$ cat src/rtl/time_disp_scan.sv
// Multiplexed 6-digit 7-segment time display (hh.mm.ss) with once-per-frame input snapshot.
// Define COLON_BLINK_EN to blink the separators on odd seconds.
module time_disp_scan #(
    parameter int SCAN_DIV = 1000
) (
    input  logic       clk,
    input  logic       rst_n,
    input  logic [5:0] sec,
    input  logic [5:0] min,
    input  logic [4:0] hr,
    output logic [6:0] seg,
    output logic       dp,
    output logic [5:0] dig_sel,
    output logic       frame
);

    localparam int CW = $clog2(SCAN_DIV);

    logic [CW-1:0] scan_cnt;
    logic [2:0]    idx;
    logic [5:0]    s_sec;
    logic [5:0]    s_min;
    logic [4:0]    s_hr;

    logic       scan_wrap;
    logic       frame_end;
    logic       frame_start;
    logic [3:0] digit;
    logic       dp_next;

    // Tens digit via a compare chain; inputs never exceed 63 so 6 is the top value.
    function automatic logic [3:0] tens_of(input logic [5:0] v);
        if (v >= 6'd60)      return 4'd6;
        else if (v >= 6'd50) return 4'd5;
        else if (v >= 6'd40) return 4'd4;
        else if (v >= 6'd30) return 4'd3;
        else if (v >= 6'd20) return 4'd2;
        else if (v >= 6'd10) return 4'd1;
        else                 return 4'd0;
    endfunction

    function automatic logic [3:0] ones_of(input logic [5:0] v);
        return 4'(v - 6'(tens_of(v)) * 6'd10);
    endfunction

    function automatic logic [6:0] seg_of(input logic [3:0] d);
        case (d)
            4'd0:    return 7'h3F;
            4'd1:    return 7'h06;
            4'd2:    return 7'h5B;
            4'd3:    return 7'h4F;
            4'd4:    return 7'h66;
            4'd5:    return 7'h6D;
            4'd6:    return 7'h7D;
            4'd7:    return 7'h07;
            4'd8:    return 7'h7F;
            4'd9:    return 7'h6F;
            default: return 7'h00;
        endcase
    endfunction

    assign scan_wrap   = (scan_cnt == CW'(SCAN_DIV - 1));
    assign frame_end   = scan_wrap && (idx == 3'd5);
    assign frame_start = (scan_cnt == '0) && (idx == 3'd0);

    always_comb begin
        digit   = 4'd0;
        dp_next = 1'b0;
        case (idx)
            3'd0: digit = ones_of(s_sec);
            3'd1: digit = tens_of(s_sec);
            3'd2: digit = ones_of(s_min);
            3'd3: digit = tens_of(s_min);
            3'd4: digit = ones_of({1'b0, s_hr});
            3'd5: digit = tens_of({1'b0, s_hr});
            default: digit = 4'd0;
        endcase
`ifdef COLON_BLINK_EN
        dp_next = ((idx == 3'd2) || (idx == 3'd4)) && !s_sec[0];
`else
        dp_next = (idx == 3'd2) || (idx == 3'd4);
`endif
    end

    // Outputs lag (idx, snapshot) by one cycle, so frame lines up with digit 0 appearing.
    always_ff @(posedge clk) begin
        if (!rst_n) begin
            scan_cnt <= '0;
            idx      <= 3'd0;
            s_sec    <= 6'd0;
            s_min    <= 6'd0;
            s_hr     <= 5'd0;
            seg      <= 7'h00;
            dp       <= 1'b0;
            dig_sel  <= 6'b111111;
            frame    <= 1'b0;
        end else begin
            if (scan_wrap) begin
                scan_cnt <= '0;
                idx      <= (idx == 3'd5) ? 3'd0 : idx + 3'd1;
            end else begin
                scan_cnt <= scan_cnt + CW'(1);
            end
            if (frame_end) begin
                s_sec <= sec;
                s_min <= min;
                s_hr  <= hr;
            end
            seg     <= seg_of(digit);
            dp      <= dp_next;
            dig_sel <= ~(6'd1 << idx);
            frame   <= frame_start;
        end
    end

endmodule
$ cat config.mk
export PLATFORM = sky130hd
export DESIGN_NAME = time_disp_scan
export DESIGN_NICKNAME = d
export VERILOG_FILES = /design/src/rtl/time_disp_scan.sv
export SDC_FILE = /design/constraint.sdc
export NUM_CORES = 1
export LEC_CHECK = 0
export BUFFER_PORTS_ARGS = -buffer_cell sky130_fd_sc_hd__buf_2
export CAP_MARGIN = 20
export CORE_ASPECT_RATIO = 0.8
export CORE_UTILIZATION = 57
export DETAILED_ROUTE_END_ITERATION = 8
export PLACE_DENSITY = 0.87
export RECOVER_POWER = 25
export SLEW_MARGIN = 15
export SYNTH_ARGS = -nofsm -noshare
export SYNTH_HDL_FRONTEND = slang
export SYNTH_SLANG_ARGS = --single-unit
export TNS_END_PERCENT = 20
$ cat constraint.sdc
create_clock -name clk -period 3.9 [get_ports clk]
set_input_delay 0.195 -clock clk [delete_from_list [all_inputs] [get_ports clk]]
set_output_delay 0.195 -clock clk [all_outputs]
set_load 0.005 [all_outputs]
==> impl_metrics.csv <==
group,metric,value,unit
placed_design,place.detailed.instances,374,
finish,finish.cell_count_without_fillers,382,
job,cap_viol_max_count,0,
detailed_routing,remaining_drc_errors,0,
sta,highest_clock_frequency_the_design_can_meet,313,MHz
sta,finalWorstPathRequiredPeriod,3.20,ns
yosys,ys_async_sr_fraction,0,%
sta,timing_worst_slew_pin_value,0.895,ns
worst_setup_path,critical_path_arrival,3.43,ns
finish,num-nets-final,357,
global_route,grtUsageTotal,22.8,%
clock_network,cts-htree-levels,2,
clock_network,tritoncts,"built",
yosys,synth_top_flop_cell,"sky130_fd_sc_hd__dfxtp_1",
floorplanning,dieWidth,77.3,µm
global_route,grt_pass1_wl,8560,µm
yosys,postSynthRegisterBits,45,
sta,final_max_slew_viol_count,0,
yosys,post_synthesis_net_count,330,
floorplanning,ios,34,
detailed_routing,wl_met1,2540,µm
yosys,synth_fa_ha_area_share,8.43,%
yosys,syn_inst,297,
power,fin_total_pwr,809,µW
worst_setup_path,timing.critical_path.from_type,"flop",
sta,fin_worst_skew,0.0101,ns
sta,hold-worst-slack,0.120,ns
worst_setup_path,worstPathMaxFanout,9,
global_route,number_of_global_route_vias_before_repair,1833,
clock_network,cts_max_path_buffers,2,
finish,layout-area-overhead-vs-synth,10.2,%
global_route,grt_antenna_before_repair,0,
worst_setup_path,r2r-start,"s_sec[3]",
floorplanning,design.die.area,4810,µm²
clock_network,post_cts_hold_buffer_count,0,
clock_network,clkSlewWorstSetupHoldPaths,0.09,ns
detailed_routing,routed_wirelength,5100,µm
floorplanning,initial_utilization,60.7,%
worst_setup_path,reg2reg_depth,13,
sta,final-setup-viol-count,0,
detailed_routing,detail_route.vias_per_cell,5.57,
detailed_routing,routed-wl-met2,2220,µm
sta,final_worst_path_period_share,82.0,%
worst_setup_path,register_to_register_setup_slack,0.70,ns
clock_network,post_cts.repair.setup_buffers,0,
yosys,average_cell_area_after_synthesis,8.70,µm²
clock_network,cts_resized,0,
floorplanning,design.core.area,4260,µm²
yosys,synth_enable_flop_cells,0,
outcome,outcome,"finished, final reports clean",
finish,num-fill-cells,379,
floorplanning,rows,21,
yosys,yosysUniqueCellTypes,60,
detailed_routing,num_vias,2128,
power,vdd_drop_max,245,µV
yosys,post_synth_instance_area,2580,µm²
clock_network,cts_made_buffers,5,
floorplanning,dieHeight,62.2,µm
global_route,overflow,0,
yosys,synthesized_area_fraction_occupied_by_xor_and_xnor_cells,3.73,%
detailed_routing,detail_route.wl_per_cell,13.4,µm
global_route,grt_max_degree,26,
power,power.static_leakage,1.26,nW
yosys,synthSimpleGateAreaFrac,23.4,%
yosys,largest_family_of_logic_cells_by_synthesized_area,"simple AND/OR/NAND/NOR gates",
detailed_routing,topRoutingLayerUsed,"met4",
detailed_routing,initialDrtViolationCount,104,
hold_path,hold-path-endpoint,"s_sec[3]",
worst_setup_path,critPathKind,"flop to flop",
detailed_routing,ant_nets,0,
worst_setup_path,worst_r2r_endpoint,"seg[2]",
detailed_routing,drtPass1Iterations,4,
finish,num_antenna_cells,0,
yosys,synth-compound-area-share,15.3,%
sta,fin_tns_setup,0,ns
sta,finalHoldViolCount,0,
worst_setup_path,timing.critical_path.required,4.13,ns
placed_design,gp_congestion,0.969,
placed_design,port-buffer-count,33,
worst_setup_path,endpoint_kind,"flop",
placed_design,place.detailed.hpwl,3840,µm
sta,slew_headroom,40.2,%
clock_network,clock_latency_reported_for_the_late_side_of_the_worst_skew_pair,0.31,ns
clock_network,clock_sinks,45,
yosys,muxShareOfSynthArea,8.91,%
yosys,yosysSeqAreaShare,34.9,%
detailed_routing,met3_wirelength,230,µm
hold_path,hold_path_class,"input pin to flop",
finish,layout_cell_share_with_drive_strength_beyond_1,15.1,%
sta,grt_setup_unrepaired,"no",
power,power-per-cell-area,284,nW/µm²
hold_path,worst_hold_startpoint,"sec[3]",
yosys,yosysWarningCount,0,
clock_network,cts-root-buf,"sky130_fd_sc_hd__clkbuf_8",
hold_path,hold_path_cells,3,
==> worst max path at each step <==
stage,to,from
3_5_place_dp,seg[2],s_sec[3]
6_report,seg[2],s_sec[3]
4_1_cts,seg[2],s_sec[3]
3_3_place_gp,seg[2],s_sec[3]
2_1_floorplan,seg[2],s_sec[3]
5_1_grt,seg[1],s_min[4]
==> cells in the final DEF (no fill, tap or decap), types with 2 or more instances in the layout <==
| master | Yosys | routed |
|---|---|---|
| sky130_fd_sc_hd__nor2_1 | 47 | 47 |
| sky130_fd_sc_hd__dfxtp_1 | 45 | 45 |
| sky130_fd_sc_hd__buf_2 | 5 | 29 |
| sky130_fd_sc_hd__mux2i_1 | 23 | 23 |
| sky130_fd_sc_hd__nand2_1 | 21 | 21 |
| sky130_fd_sc_hd__inv_1 | 17 | 17 |
| sky130_fd_sc_hd__ha_1 | 11 | 11 |
| sky130_fd_sc_hd__nor2b_1 | 10 | 10 |
| sky130_fd_sc_hd__a21oi_1 | 10 | 10 |
| sky130_fd_sc_hd__xnor2_1 | 10 | 10 |
| sky130_fd_sc_hd__o21ai_0 | 8 | 8 |
| sky130_fd_sc_hd__nand3_1 | 6 | 6 |
| sky130_fd_sc_hd__nand2b_1 | 5 | 5 |
| sky130_fd_sc_hd__clkbuf_8 | 0 | 5 |
| sky130_fd_sc_hd__a211oi_1 | 4 | 4 |
| sky130_fd_sc_hd__and3_1 | 4 | 4 |
| sky130_fd_sc_hd__clkbuf_1 | 6 | 4 |
| sky130_fd_sc_hd__or2_2 | 3 | 3 |
| sky130_fd_sc_hd__o211ai_1 | 3 | 3 |
| sky130_fd_sc_hd__o21a_1 | 3 | 3 |
| sky130_fd_sc_hd__a31oi_1 | 3 | 3 |
| sky130_fd_sc_hd__nand4_1 | 3 | 3 |
| sky130_fd_sc_hd__fa_1 | 3 | 3 |
| sky130_fd_sc_hd__and2_1 | 2 | 2 |
| sky130_fd_sc_hd__maj3_1 | 2 | 2 |
| sky130_fd_sc_hd__a21o_1 | 2 | 2 |
| sky130_fd_sc_hd__nor3b_1 | 2 | 2 |
| sky130_fd_sc_hd__a221o_1 | 2 | 2 |
| sky130_fd_sc_hd__a22o_1 | 2 | 2 |
| sky130_fd_sc_hd__or4_1 | 2 | 2 |
| sky130_fd_sc_hd__o31a_1 | 2 | 2 |
| sky130_fd_sc_hd__nor3_1 | 2 | 2 |
| sky130_fd_sc_hd__inv_6 | 0 | 2 |
==> power breakdown <==
part           switching (mW)  total (mW)  internal (mW)
logic                  0.0191      0.0365         0.0174
registers             0.00360       0.470          0.467
clock network           0.172       0.302          0.131
total                   0.194       0.809          0.615
==> kinds of logic (layout without fill, tap and decap cells) <==
group | after synthesis | after routing
buffers and inverters | 32 | 60
xor gates and xnor gates | 11 | 11
and+or+nand+nor | 118 | 118
AOI/OAI and AO/OA | 52 | 52
adders and majority gates | 16 | 16
DFF | 45 | 45
muxes | 23 | 23
==> cell usage after synthesis, drive strengths merged, types with 4 or more instances <==
cell | instances | share of area (%)
nor2 | 47 | 6.8
dfxtp | 45 | 35
mux2i | 23 | 8.9
nand2 | 21 | 3.1
inv | 18 | 2.6
ha | 11 | 5.3
a21oi | 10 | 1.9
nor2b | 10 | 2.4
xnor2 | 10 | 3.4
o21ai | 9 | 1.7
buf | 8 | 1.8
clkbuf | 6 | 0.87
nand3 | 6 | 1.2
nand2b | 5 | 1.2
a211oi | 4 | 1.2
and3 | 4 | 0.97
==> per-layer routing <==
layer / vias to the layer above / global-route usage (%)
met5: - / 0
met4: 0 / 11.6
met3: 14 / 4.85
met2: 65 / 33.3
met1: 968 / 31.6
li1: 1081 / -
==> cell type report <==
type                    instances  area, µm²  area share, %
flip-flops and latches         45        901           31.7
clock inverters                 3       25.0          0.880
clock buffers                   5       68.8           2.42
well taps                      57       71.3           2.51
inverters                      18       67.6           2.37
repair buffers                 34        168           5.89
multi-input cells             220       1540           54.3
==> flip-flops by register name, summed over array words and instances, names as in the netlist <==
signal / flops
scan_cnt: 10
dp: 1
frame: 1
idx: 3
s_sec: 6
s_hr: 5
seg: 7
dig_sel: 6
s_min: 6
==> metrics by stage <==
stage               utilization [%]  cell area [µm²]  worst slack (ns)
finish                         66.8             2850             0.701
global placement               64.8             2760             0.805
detailed placement             64.8             2760             0.718
global route                   66.8             2850             0.511
floorplan                         -             2580             0.816
CTS                            67.0             2850             0.701
==> critical path, stage by stage, from the launching register on <==
cell and delay, ns:
sky130_fd_sc_hd__dfxtp_1 0.46, sky130_fd_sc_hd__and2b_1 0.23, sky130_fd_sc_hd__or2_2 0.29, sky130_fd_sc_hd__o22ai_1 0.21
sky130_fd_sc_hd__nor2_1 0.07, sky130_fd_sc_hd__ha_1 0.21, sky130_fd_sc_hd__fa_1 0.49, sky130_fd_sc_hd__mux2i_1 0.06
sky130_fd_sc_hd__a22o_1 0.27, sky130_fd_sc_hd__o21ai_1 0.12, sky130_fd_sc_hd__buf_4 0.16, sky130_fd_sc_hd__nor4b_4 0.28
sky130_fd_sc_hd__a221oi_4 0.14, sky130_fd_sc_hd__a31oi_1 0.15
Note: power is estimated with default switching activity, not from simulation.
